[config.mk]
export PLATFORM = sky130hd
export DESIGN_NAME = wb_countdown_timer
export DESIGN_NICKNAME = d
export VERILOG_FILES = /design/src/rtl/wb_countdown_timer.sv
export SDC_FILE = /design/constraint.sdc
export NUM_CORES = 1
export LEC_CHECK = 0
export ABC_AREA = 1
export ABC_CLOCK_PERIOD_IN_PS = 1700
export BUFFER_PORTS_ARGS = -buffer_cell sky130_fd_sc_hd__buf_2
export CAP_MARGIN = 0
export CELL_PAD_IN_SITES_DETAIL_PLACEMENT = 2
export CELL_PAD_IN_SITES_GLOBAL_PLACEMENT = 2
export CORE_MARGIN = 3
export CORE_UTILIZATION = 27
export DETAILED_ROUTE_END_ITERATION = 7
export MAX_ROUTING_LAYER = met4
export PLACE_DENSITY = 0.77
export REMOVE_ABC_BUFFERS = 1
export SLEW_MARGIN = 20
export SYNTH_ARGS = -nofsm -noshare
export SYNTH_HDL_FRONTEND = slang
export SYNTH_SLANG_ARGS = --single-unit
[constraint.sdc]
create_clock -name clk -period 1.7 [get_ports clk]
set_input_delay 0.34 -clock clk [delete_from_list [all_inputs] [get_ports clk]]
set_output_delay 0.34 -clock clk [all_outputs]
set_load 0.01 [all_outputs]
[src/rtl/wb_countdown_timer.sv]
// -----------------------------------------------------------------------------
// wb_countdown_timer
//
// Wishbone pipelined-mode slave countdown timer. It sits behind the PicoRV32
// Wishbone bridge and exposes four 32-bit words at BASE_ADDR:
//   +0x0 CTRL   bit0 EN, bit1 AUTORELOAD, bit2 IRQ_EN
//   +0x4 LOAD   reload value
//   +0x8 COUNT  current count; writing it loads the counter directly
//   +0xC STATUS bit0 EXPIRED, sticky, write 1 to clear
// A prescaler divides clk by PRESCALE to produce counter ticks.
//
// Ports:
//   clk                 system clock
//   i_reset             synchronous active-high reset
//   i_wb_m2s_cyc/stb/we bus cycle, strobe, write enable
//   i_wb_m2s_addr       byte address, word select is addr[3:2]
//   i_wb_m2s_data       write data
//   i_wb_m2s_sel        byte lane enables
//   o_wb_s2m_data       registered read data, valid with ack
//   o_wb_s2m_ack        single-cycle acknowledge
//   o_wb_s2m_stall      stall, asserted only during reset
//   o_wb_s2m_err        single-cycle error for out-of-range addresses
//   o_wb_s2m_err_addr   address of the last errored access
//   o_irq               EXPIRED & IRQ_EN
// -----------------------------------------------------------------------------
module wb_countdown_timer #(
  parameter logic [31:0] BASE_ADDR = 32'h8000_0010,
  parameter int          WIDTH     = 32,
  parameter int          PRESCALE  = 27
) (
  input  logic        clk,
  input  logic        i_reset,
  input  logic        i_wb_m2s_cyc,
  input  logic        i_wb_m2s_stb,
  input  logic        i_wb_m2s_we,
  input  logic [31:0] i_wb_m2s_addr,
  input  logic [31:0] i_wb_m2s_data,
  input  logic [3:0]  i_wb_m2s_sel,
  output logic [31:0] o_wb_s2m_data,
  output logic        o_wb_s2m_ack,
  output logic        o_wb_s2m_stall,
  output logic        o_wb_s2m_err,
  output logic [31:0] o_wb_s2m_err_addr,
  output logic        o_irq
);

  localparam int             PW       = (PRESCALE > 1) ? $clog2(PRESCALE) : 1;
  localparam logic [PW-1:0]  PRE_LAST = PW'(PRESCALE - 1);

  logic             accept;
  logic             hit;
  logic             wr_hit;
  logic             ctrl_wr;
  logic             load_wr;
  logic             count_wr;
  logic             status_wr;
  logic [31:0]      lane_mask;
  logic [31:0]      load_merged;
  logic [31:0]      count_merged;
  logic [31:0]      read_mux;

  logic             en;
  logic             autoreload;
  logic             irq_en;
  logic             expired;
  logic [WIDTH-1:0] load;
  logic [WIDTH-1:0] count;
  logic [PW-1:0]    pre;

  logic             tick;
  logic             expire;
  logic             en_next;
  logic             unused_addr;

  // The only time the slave refuses strobes is while it is held in reset.
  assign o_wb_s2m_stall = i_reset;

  assign accept    = i_wb_m2s_cyc & i_wb_m2s_stb & ~o_wb_s2m_stall;
  assign hit       = (i_wb_m2s_addr[31:4] == BASE_ADDR[31:4]);
  assign wr_hit    = accept & hit & i_wb_m2s_we;
  assign ctrl_wr   = wr_hit & (i_wb_m2s_addr[3:2] == 2'd0);
  assign load_wr   = wr_hit & (i_wb_m2s_addr[3:2] == 2'd1);
  assign count_wr  = wr_hit & (i_wb_m2s_addr[3:2] == 2'd2);
  assign status_wr = wr_hit & (i_wb_m2s_addr[3:2] == 2'd3);

  // Byte addressing within a word is not meaningful for this block.
  assign unused_addr = ^i_wb_m2s_addr[1:0];

  assign lane_mask    = {{8{i_wb_m2s_sel[3]}}, {8{i_wb_m2s_sel[2]}},
                         {8{i_wb_m2s_sel[1]}}, {8{i_wb_m2s_sel[0]}}};
  assign load_merged  = (32'(load) & ~lane_mask) | (i_wb_m2s_data & lane_mask);
  assign count_merged = (32'(count) & ~lane_mask) | (i_wb_m2s_data & lane_mask);

  // A tick with the count already at zero is the expiry event.
  assign tick   = en & (pre == PRE_LAST);
  assign expire = tick & (count == '0);

  assign o_irq = expired & irq_en;

  // Next EN: a one-shot expiry turns the timer off, but a CTRL write in the
  // same cycle overrides that.
  always_comb begin
    en_next = en;
    if (expire && !autoreload) begin
      en_next = 1'b0;
    end
    if (ctrl_wr && i_wb_m2s_sel[0]) begin
      en_next = i_wb_m2s_data[0];
    end
  end

  // Read mux; reflects register state before the accepting edge updates it.
  always_comb begin
    read_mux = 32'h0;
    case (i_wb_m2s_addr[3:2])
      2'd0:    read_mux = {29'd0, irq_en, autoreload, en};
      2'd1:    read_mux = 32'(load);
      2'd2:    read_mux = 32'(count);
      default: read_mux = {31'd0, expired};
    endcase
  end

  // Bus response, registers, prescaler and counter.
  always_ff @(posedge clk) begin
    if (i_reset) begin
      o_wb_s2m_ack      <= 1'b0;
      o_wb_s2m_err      <= 1'b0;
      o_wb_s2m_data     <= 32'h0;
      o_wb_s2m_err_addr <= 32'h0;
      en                <= 1'b0;
      autoreload        <= 1'b0;
      irq_en            <= 1'b0;
      expired           <= 1'b0;
      load              <= '0;
      count             <= '0;
      pre               <= '0;
    end else begin
      o_wb_s2m_ack  <= accept & hit;
      o_wb_s2m_err  <= accept & ~hit;
      o_wb_s2m_data <= (accept & hit & ~i_wb_m2s_we) ? read_mux : 32'h0;
      if (accept && !hit) begin
        o_wb_s2m_err_addr <= i_wb_m2s_addr;
      end

      en <= en_next;
      if (ctrl_wr && i_wb_m2s_sel[0]) begin
        autoreload <= i_wb_m2s_data[1];
        irq_en     <= i_wb_m2s_data[2];
      end

      // Prescaler is parked at 0 whenever EN is (or is becoming) 0, and
      // restarts from 0 on an EN 0->1 transition.
      if (!en_next || !en || tick) begin
        pre <= '0;
      end else begin
        pre <= pre + PW'(1);
      end

      if (load_wr) begin
        load <= load_merged[WIDTH-1:0];
      end

      // A bus write to COUNT beats the tick; reload uses LOAD as it was
      // before any write landing on the same edge.
      if (count_wr) begin
        count <= count_merged[WIDTH-1:0];
      end else if (tick) begin
        if (count != '0) begin
          count <= count - WIDTH'(1);
        end else if (autoreload) begin
          count <= load;
        end
      end

      // Set has priority over write-1-to-clear.
      if (status_wr && i_wb_m2s_sel[0] && i_wb_m2s_data[0]) begin
        expired <= 1'b0;
      end
      if (expire) begin
        expired <= 1'b1;
      end
    end
  end

endmodule

Word level (Yosys, flattened, before mapping):

Index checks and enable logic that the tools add are counted.

* input port bits: 73
* register bits after elaboration: 139
* logic and storage cells: 70
* output and inout bits: 68

* multiplexer cells: 9
* reductions and logical operators: 20
* eq/ne operators: 5
* bitwise operators: 23
* add/subtract/negate cells: 2

Operators with widths (number)
* 32-bit 2-to-1 mux: 4
* 32-bit AND: 3
* 32-bit one-hot mux with 3 select lines: 1
* 32-bit OR: 2
* 32-bit zero test: 1
* 32-bit NOT: 1
* 32-bit nonzero test: 1
* 32-bit by 1-bit subtractor with 32-bit output, second input constant: 1
* 28-bit == test, second input constant: 1
* 1-bit AND: 13
* 5-bit by 1-bit adder with 5-bit output, second input constant: 1
* 5-bit == test, second input constant: 1
* 1-bit logical AND: 5
* 2-bit == test, second input constant: 2
* 1-bit zero test: 4
* 1-bit 2-to-1 mux: 4
* 1-bit NOT: 4
* 2-bit nonzero test: 2
* 2-bit OR reduction: 2
* 3-bit nonzero test: 1
* 2-bit by 1-bit == test with 1-bit output, second input constant: 1
* 2-bit zero test: 1
* 1-bit logical OR: 2
* 2-bit AND reduction: 1

Logic depth before layout (Yosys ltp):

Gate-level depths: netlist of the first run.

* word-level depth: 11
* gate-level depth with buffers: 15
* depth with buffers taken out: 14

Worst setup path before layout of the first run:

Ideal clock, no wire load.

* path type: register to register
* from: register with a tool-made name
* to: register with a tool-made name
* arrival time: 1.650 ns
* path slack: -0.064 ns
* stages on the path, launching flop included: 15
* clock period less this slack: 1.764 ns
* library setup time: 0.114 ns
* buffers on the path: 1
* data required time: 1.586 ns
* cell sequence: dfxtp_1 -> inv_1 -> ha_1 -> nand2_1 -> nor2_1 -> nand3_2 -> nor2_8 -> nand2_2 -> nand2_2 -> nand2_4 -> nand2_4 -> inv_2 -> buf_6 -> nor2_1 -> nor2_2

==> results of run 1 <==
-- cell families (layout without fill, tap and decap cells) --
| group | Yosys count | in the layout | share of synthesized area (%) |
|---|---|---|---|
| compound gates | 158 | 159 | 11.21 |
| flops | 139 | 139 | 38.19 |
| xor+xnor | 19 | 19 | 2.284 |
| fa+ha+maj | 4 | 4 | 0.6868 |
| buf+inv | 140 | 503 | 7.881 |
| simple gates | 682 | 683 | 39.75 |
| other cells | 0 | 1 | 0 |
-- worst max-delay path: cells and delay by family, from the launching register on --
kind                       cells  cell delay (ns)
and+or+nand+nor               10             1.17
buffers and inverters          5             0.65
DFF                            1             0.34
adders and majority gates      1             0.17
-- synth_stat cells (all sizes together) --
master / number
o21bai: 1
inv: 97
a221oi: 1
o21a: 1
clkinv: 2
nand3: 61
nand2: 297
nor3: 7
and3: 1
xor2: 16
xnor2: 3
and2: 1
ha: 4
o22ai: 2
or2: 2
o211ai: 3
nor2: 290
a21oi: 57
clkbuf: 21
dfxtp: 139
nand4: 20
nand3b: 3
o21ai: 92
o2bb2ai: 1
buf: 20
-- through the flow --
stage,cell area [µm²],power (mW),cells,setup TNS [ns],hold slack (ns)
global placement,9605,3.904,1746,-23.16,0.4631
detailed placement,9605,3.923,1746,-35.84,0.4779
global route,12280,8.592,1843,-22.82,0.09721
floorplan,7084,3.568,1101,-116.96,0.4091
finish,12280,8.413,1843,-19.72,0.08312
CTS,11090,8.252,1799,-5.556,0.1054
-- power by group --
part / internal [mW] / switching (mW)
logic: 0.227 / 0.445
clock network: 2.56 / 1.87
registers: 3.29 / 0.0237
total: 6.07 / 2.34
-- final cells by class --
| class | instances | area (µm²) | area share (%) |
|---|---|---|---|
| Antenna cell | 1 | 2.502 | 0.02038 |
| Clock buffer | 20 | 456.7 | 3.719 |
| Clock inverter | 12 | 185.2 | 1.508 |
| Inverter | 99 | 389.1 | 3.169 |
| Multi-Input combinational cell | 865 | 5187 | 42.24 |
| Sequential cell | 139 | 2813 | 22.90 |
| Tap cell | 335 | 419.2 | 3.413 |
| Timing Repair Buffer | 372 | 2828 | 23.03 |
-- metal layers --
layer	wire length, µm	global-route usage [%]	part of all wire [%]	up-vias
met4	5447	22.43	9.4	0
met5	0	-	0	-
li1	-	-	-	4319
met3	3640	6.411	6.3	352
met2	27960	55.83	48	655
met1	20970	34.87	36	5190
-- timing repair --
item / 4_1_cts / 5_1_grt
cloned: 2 / 1
resized for setup: 201 / 236
endpoints found under the setup margin: 70 / 89
pin swaps: 64 / 117
buffers inserted: 19 / 47
-- cells in the final DEF, fill, tap and decap left out, drive strengths merged --
cell type	synthesis	layout
o21ai	92	93
nor3	7	7
xnor2	3	3
o21bai	1	1
ha	4	4
nand3b	3	3
buf	20	372
clkinv	2	5
nor2	290	290
nand2	297	298
dfxtp	139	139
or2	2	2
a221oi	1	1
o22ai	2	2
diode	0	1
xor2	16	16
a21oi	57	57
o2bb2ai	1	1
nand4	20	20
nand3	61	61
o211ai	3	3
and3	1	1
bufinv	0	4
inv	97	101
clkinvlp	0	1
clkbuf	21	20
o21a	1	1
and2	1	1
-- worst paths after layout --
path | from | end | cells after the start | slack, ns
max | flip-flop | flip-flop | 16 | -0.77
min | i_wb_m2s_addr[0] | o_wb_s2m_err_addr[0] | 3 | 0.08
max reg2reg | flip-flop | flip-flop | 16 | -0.77
min reg2reg | flip-flop | o_wb_s2m_data[29] | 2 | 0.50
==> metrics.yaml, run 1 <==
setup-violations-final: 56
cpMostUsedCell: "nand2_1"
critPathArrivalTime_ns: 2.83
syn_inst: 1142
initial_core_util_pct: 27.73
peakVddDrop_v: 0.0007315
worst_slew_pin_slew_ns: 0.5497
overflow: 0
dr_total_vias: 10516
rsz0062_at_grt: "yes"
postRouteAntennaNets: 0
grt_max_degree: 62
worst_setup_path_start_kind: "flip-flop"
power_density_nw_per_um2: 685.0
ys_top_cells_by_area: "dfxtp_1, nand2_1, nor2_1"
drc: 0
maxSlewViolCount: 0
antenna_found_initial: 1
preCtsSetupSlack_ns: -0.5452
cts_tree: "yes"
clkTransAtPathRegs_ns: 0.09
cts_num_sinks: 139
hold_violations: 0
crit_required_ns: 2.06
fin_nets: 1571
ctsHoldBuffers: 0
yosysSeqAreaShare_pct: 38.19
clk_latency_ns: 0.48
dp.final_hpwl_mm: 25.35
die_area_um2: 29000
port_buffers: 140
drtPass1Iterations: 5
drt_iter0_markers: 923
core_um2: 26280
outcome: "finished with violations"
syn_to_final_growth_pct: 68.53
critPathKind: "flip-flop to flip-flop"
crit_fanout: 6
final_util_pct: 46.73
synth_cell_types: 39
drv_cap: 0
yosysWarningCount: 0
syn_area_per_cell_um2: 6.381
drt-total-wl_mm: 58.01
numCtsBuffers: 17
synth_top_cell_by_area: "dfxtp_1"
grt_pass1_vias: 11061
die_width_um: 170.3
grt_first_pass_wirelength_mm: 69.70
violations: "negative setup slack"
syn_area_um2: 7287
layout_setup_ws_ns: -0.7727
post-route-min-period_ns: 2.473
rows: 59
synth_top_area_share_pct: 38.19
relSlewSlack_pct: 62.97
ctsLongestPathBuffers: 2
die_y_um: 170.3
slowest_delay_ns: 0.34
num-fill-cells: 3023
end_kind: "flip-flop"
finalCritPeriodShare_pct: 145.5
leakagePower_nw: 5.907
cts_root_buf: "clkbuf_16"
hold_path.class: "primary input to flip-flop"
ys_ff_latch: 139
max_freq_ghz: 0.4044
timing.critical_path.cells: "inv_2 -> ha_4 -> buf_6 -> nand2_4 -> nor2_4 -> nand2_4 -> nor2_4 -> buf_12 -> buf_12 -> buf_8 -> nand2_1 -> nand2_1 -> nand2_1 -> nand2_1 -> nor2_1 -> nor2_1"
drive_above_1_share_pct: 46.25
place_congestion: 0.8476
wire_per_inst_um: 31.48
via_per_inst: 5.706
htree_levels: 4
grt_use_total_pct: 33.02
slowest_stage: "dfxtp_2"
io-pin-count: 141
skew_ns: 0.02531
No activity file was read; power rests on OpenSTA's default activity.
==> run 2: changes to the inputs <==
- REMOVE_ABC_BUFFERS: 1 -> unset
- SKIP_LAST_GASP: unset -> 1
==> run 2 against run 1 <==
The run still ends with negative setup slack left. Critical path depth is 4 lower. Clock skew is 0.0092 ns lower. Global-route usage is 0.13 points lower. Final area is 3.4% lower. Sequential power hardly changed. First-iteration DRC count is 10% lower. Setup slack better by 0.17 ns. Hold slack better by 0.020 ns. Utilization is 1.6 points lower. Largest cell class unchanged.
==> metrics.yaml, run 2 (synthesis gave the netlist of run 1 again) <==
place_congestion: 0.8831  # was 0.8476
drc: 0  # unchanged
maxSlewViolCount: 0  # unchanged
drive_above_1_share_pct: 43.32  # was 46.25%
port_buffers: 140  # unchanged
synth_nets: 1219
mostFrequentLayoutCells: "nand2_1, nor2_1, buf_4"  # unchanged
num-fill-cells: 3049  # was 3023
grt_use_total_pct: 32.89  # was 33.02%
rows: 59  # unchanged
post-route-min-period_ns: 2.299  # was 2.473 ns
grt_max_degree: 44  # was 62
clkTransAtPathRegs_ns: 0.09  # about the same
worst_setup_path_start_kind: "flip-flop"  # unchanged
via_per_inst: 5.545  # was 5.706
ctsLongestPathBuffers: 2  # unchanged
setup-violations-final: 63  # was 56
syn_to_final_growth_pct: 62.74  # was 68.53%
preCtsSetupSlack_ns: -0.8385  # was -0.5452 ns
crit_required_ns: 2.06  # about the same
wire_per_inst_um: 29.13  # was 31.48 µm
die_y_um: 170.3  # unchanged
grt_pass1_vias: 11127  # was 11061
finalCritPeriodShare_pct: 135.2  # was 145.5%
critPathKind: "flip-flop to flip-flop"  # unchanged
core_um2: 26280  # unchanged
critPathArrivalTime_ns: 2.66  # was 2.83 ns
htree_levels: 4  # unchanged
final_util_pct: 45.12  # was 46.73%
max_freq_ghz: 0.4350  # was 0.4044 GHz
worst_slew_pin_slew_ns: 0.3831  # was 0.5497 ns
stdcell_area_um2: 11860  # was 12280 µm²
die_area_um2: 29000  # unchanged
peakVddDrop_v: 0.0004704  # was 0.0007315 V
end_kind: "flip-flop"  # unchanged
relSlewSlack_pct: 74.36  # was 62.97%
drt_iter0_markers: 831  # was 923
hold_path.class: "primary input to flip-flop"  # unchanged
grt_first_pass_wirelength_mm: 69.52  # was 69.70 mm
power_density_nw_per_um2: 707.5  # was 685.0 nW/µm²
layout_commonest_cell: "nand2_1"  # unchanged
io-pin-count: 141  # unchanged
skew_ns: 0.01610  # was 0.02531 ns
dp.final_hpwl_mm: 25.49  # was 25.35 mm
leakagePower_nw: 5.780  # was 5.907 nW
violations: "negative setup slack"  # unchanged
cts_num_sinks: 139  # unchanged
clk_latency_ns: 0.48  # about the same
drtPass1Iterations: 5  # unchanged
totalNegativeSetupSlack_ns: -17.72  # was -19.72 ns
dr_total_vias: 10158  # was 10516
postRouteAntennaNets: 0  # unchanged
cts_root_buf: "clkbuf_16"  # unchanged
overflow: 0  # unchanged
ctsHoldBuffers: 0  # unchanged
placed_cell_area_um2: 9708  # was 9605 µm²
initial_core_util_pct: 27.73  # unchanged
layout_setup_ws_ns: -0.5989  # was -0.7727 ns
antenna_found_initial: 0  # was 1
fin_nets: 1560  # was 1571
rsz0062_at_grt: "yes"  # unchanged
cts_tree: "yes"  # unchanged
drv_cap: 0  # unchanged
outcome: "finished with violations"  # unchanged
numCtsBuffers: 17  # unchanged
die_width_um: 170.3  # unchanged
crit_fanout: 7  # was 6
hold_violations: 0  # unchanged
drt-total-wl_mm: 53.37  # was 58.01 mm
==> run 2: final timing paths <==
check	startpoint	to	slack, ns	cells past startpoint
min reg2reg	flip-flop	o_wb_s2m_data[9]	0.50	2
min	i_wb_m2s_addr[0]	o_wb_s2m_err_addr[0]	0.10	3
max reg2reg	flip-flop	flip-flop	-0.60	12
max	flip-flop	flip-flop	-0.60	12
==> run 2: area by class of cell <==
| type | count | area, µm² | share of cell area [%] |
|---|---|---|---|
| multi-input cells | 864 | 4969 | 41.90 |
| clock inverters | 15 | 211.5 | 1.783 |
| repair buffers | 362 | 2628 | 22.16 |
| clock buffers | 17 | 425.4 | 3.587 |
| inverters | 99 | 400.4 | 3.376 |
| diodes | 1 | 2.502 | 0.02110 |
| well taps | 335 | 419.2 | 3.534 |
| flip-flops and latches | 139 | 2804 | 23.64 |
==> run 2: timing repair <==
| item | CTS | global route |
|---|---|---|
| setup endpoints to repair | 70 | 76 |
| pin swaps | 65 | 81 |
| buffers inserted | 27 | 11 |
| gates cloned | 3 | 1 |
| gates resized for setup | 179 | 177 |
==> run 2: layer usage <==
layer | global-route usage, % | part of all wire (%) | wire, µm | vias to the layer above
li1 | - | - | - | 4285
met1 | 33.87 | 36 | 19220 | 5026
met2 | 56.42 | 50 | 26550 | 556
met3 | 7.805 | 6.0 | 3185 | 291
met4 | 20.67 | 8.3 | 4405 | 0
met5 | - | 0 | 0 | -
==> run 2: critical path, cell delays in order (launching register included) <==
cell and delay, ns:
dfxtp_1 0.37, nor2_2 0.25, nand2_4 0.15, nor2_8 0.18, nand2_4 0.09, nor2_8 0.13, nand2_4 0.07, nand2_4 0.09
nand2_8 0.13, buf_4 0.20, o21ai_0 0.11, nor2_1 0.11, nor2_1 0.27
==> run 2: stage by stage <==
step	hold WS [ns]	cells	total power, mW
global placement	0.4654	1762	3.903
global route	0.1308	1831	8.536
floorplan	0.4091	1142	3.591
detailed placement	0.4772	1762	3.926
finish	0.1030	1832	8.390
CTS	0.1059	1822	8.199
==> run 2: where the power goes <==
| group | internal [mW] | switching, mW | leakage, nW |
|---|---|---|---|
| logic | 0.222 | 0.409 | 4.34 |
| registers | 3.29 | 0.0233 | 1.13 |
| clock network | 2.49 | 1.95 | 0.309 |
| total | 6.00 | 2.39 | 5.78 |
==> run 3: changes to the inputs <==
- CORE_MARGIN: 3 -> unset
- CTS_CLUSTER_DIAMETER: unset -> 40
==> run 3 against run 2 <==
The run ends with design-rule violations, negative setup slack left. Register-to-register slack lost 0.03 ns. Global-route usage down 0.27 points. Count of clock-buffer cells in the layout rose by 2. Highest routed layer unchanged. Non-clock buffer count up 12. Sequential cell count is the same. Routed wire length decreased by 3.8%. Final cell count up 0.87%. Sequential power hardly changed. Combinational power fell by 5.7%.
==> metrics.yaml, run 3 (synthesis gave the netlist of run 1 again) <==
outcome: "finished with violations"  # unchanged
violations: "design-rule violations, negative setup slack"  # was negative setup slack
dr_total_vias: 10222  # was 10158
drv_cap: 0  # unchanged
dpl.cell_count: 1760  # was 1762
met2_usage_pct: 58.87  # was 56.42%
met1_usage_pct: 33.08  # was 33.87%
hold_path.class: "primary input to flip-flop"  # unchanged
layout_commonest_cell: "nand2_1"  # unchanged
finalCritPeriodShare_pct: 136.9  # was 135.2%
place_congestion: 0.8481  # was 0.8831
htree_levels: 4  # unchanged
critPathKind: "flip-flop to flip-flop"  # unchanged
maxSlewViolCount: 0  # unchanged
slowest_stage: "dfxtp_2"  # was dfxtp_1
clkTransAtPathRegs_ns: 0.08  # was 0.09 ns
critPathArrivalTime_ns: 2.68  # was 2.66 ns
drt_iter0_markers: 665  # was 831
drtPass1Iterations: 8  # was 5
synth_nets: 1219  # unchanged
cts_root_buf: "clkbuf_16"  # unchanged
hold_violations: 0  # unchanged
relSlewSlack_pct: 64.04  # was 74.36%
hold_start: "i_wb_m2s_addr[0]"  # unchanged
cts_tree: "yes"  # unchanged
post-route-min-period_ns: 2.327  # was 2.299 ns
worst_slew_pin_slew_ns: 0.5394  # was 0.3831 ns
seq_area_um2: 2830  # was 2804 µm²
slowest_delay_ns: 0.36  # was 0.37 ns
crit_required_ns: 2.05  # was 2.06 ns
rsz0062_at_grt: "yes"  # unchanged
drt-total-wl_mm: 51.36  # was 53.37 mm
cp_num_buf_inv: 2  # was 1
die_area_um2: 27650  # was 29000 µm²
grt_first_pass_wirelength_mm: 66.13  # was 69.52 mm
cts_num_sinks: 139  # unchanged
core_um2: 26280  # unchanged
syn_to_final_growth_pct: 62.26  # was 62.74%
grt_use_total_pct: 32.63  # was 32.89%
crit_fanout: 9  # was 7
wire_per_inst_um: 27.79  # was 29.13 µm
layout_setup_ws_ns: -0.6273  # was -0.5989 ns
ctsHoldBuffers: 0  # unchanged
grt_max_degree: 43  # was 44
dp.final_hpwl_mm: 24.89  # was 25.49 mm
rows: 59  # unchanged
peakVddDrop_v: 0.0007587  # was 0.0004704 V
stdcell_area_um2: 11820  # was 11860 µm²
fin_cells: 1848  # was 1832
multiInputGateArea_um2: 4872  # was 4969 µm²
num-fill-cells: 3063  # was 3049
mostFrequentLayoutCells: "nand2_1, nor2_1, buf_4"  # unchanged
fin_nets: 1574  # was 1560
max_freq_ghz: 0.4297  # was 0.4350 GHz
io-pin-count: 141  # unchanged
placed_cell_area_um2: 9706  # was 9708 µm²
critical-path-top-delay-family: "simple AND/OR/NAND/NOR gates"  # unchanged
via_per_inst: 5.531  # was 5.545
end_kind: "flip-flop"  # unchanged
grt_pass1_vias: 11133  # was 11127
port_buffers: 140  # unchanged
drc: 8  # was 0
worst_setup_path_start_kind: "flip-flop"  # unchanged
cpMostUsedCell: "nor2_1"  # was nand2_4
grt_util_met3_pct: 5.076  # was 7.805%
drive_above_1_share_pct: 42.78  # was 43.32%
ff2ff_setup_slack_ns: -0.63  # was -0.60 ns
antenna_found_initial: 3  # was 0
top_usage_layer: "met2"  # unchanged
setup-violations-final: 47  # was 63
leakagePower_nw: 5.768  # was 5.780 nW
overflow: 0  # unchanged
ctsLongestPathBuffers: 2  # unchanged
die_width_um: 166.3  # was 170.3 µm
die_y_um: 166.3  # was 170.3 µm
timing.critical_path.cells: "nor2_4 -> buf_6 -> nand3_2 -> nor2_4 -> nand3_4 -> buf_12 -> o21ai_0 -> nor2_1 -> nor2_1 -> nor2_1"  # was nor2_2 -> nand2_4 -> nor2_8 -> nand2_4 -> nor2_8 -> nand2_4 -> nand2_4 -> nand2_8 -> buf_4 -> o21ai_0 -> nor2_1 -> nor2_1
postRouteAntennaNets: 0  # unchanged
initial_core_util_pct: 27.73  # unchanged
numCtsBuffers: 17  # unchanged
clk_latency_ns: 0.47  # was 0.48 ns
power_density_nw_per_um2: 666.4  # was 707.5 nW/µm²
skew_ns: 0.02608  # was 0.01610 ns
==> run 3: final timing paths <==
| path | endpoint | cells past startpoint |
|---|---|---|
| max reg2reg | flip-flop | 10 |
| min reg2reg | o_wb_s2m_data[18] | 2 |
| max | flip-flop | 10 |
| min | o_wb_s2m_err_addr[0] | 3 |
==> run 3: final cells by class <==
class | instances | area share [%]
Multi-Input combinational cell | 866 | 41.21
Sequential cell | 139 | 23.94
Timing Repair Buffer | 374 | 22.87
Clock buffer | 19 | 3.831
Tap cell | 335 | 3.545
Inverter | 99 | 3.439
Clock inverter | 13 | 1.111
Antenna cell | 3 | 0.06349
==> run 3: worst reg2reg max path, cell delays in order (launching register included) <==
cell	delay [ns]
dfxtp_2	0.36
nor2_4	0.21
buf_6	0.15
nand3_2	0.22
nor2_4	0.23
nand3_4	0.14
buf_12	0.18
o21ai_0	0.32
nor2_1	0.13
nor2_1	0.18
nor2_1	0.10
==> run 3: what timing repair did <==
action,in CTS,in global routing
setup endpoints to repair,51,73
cloned,5,1
gates resized for setup,158,177
buffers inserted,30,23
pin swaps,69,95
==> run 3: metal layers <==
layer,vias to the layer above,wire length [µm]
li1,4315,-
met4,0,4414
met3,296,3437
met2,551,25590
met1,5060,17920
met5,-,0
==> run 3: metrics by stage <==
step                hold WS, ns  utilization, %  power (mW)  setup TNS (ns)  setup WS (ns)
floorplan                0.4091               -       3.591               0        0.01387
global placement         0.4649           36.93       3.894          -38.29        -0.5506
detailed placement       0.4801           36.93       3.919          -45.90        -0.6598
CTS                      0.1038           42.29       7.783          -6.047        -0.2098
global route             0.1010           44.99       8.067          -17.79        -0.6467
finish                  0.09944           44.99       7.879          -14.51        -0.6273
==> run 3: where the power goes <==
group | internal (mW) | switching [mW] | total, mW
registers | 3.28 | 0.0216 | 3.30
clock network | 2.12 | 1.86 | 3.98
logic | 0.214 | 0.382 | 0.596
total | 5.62 | 2.26 | 7.88
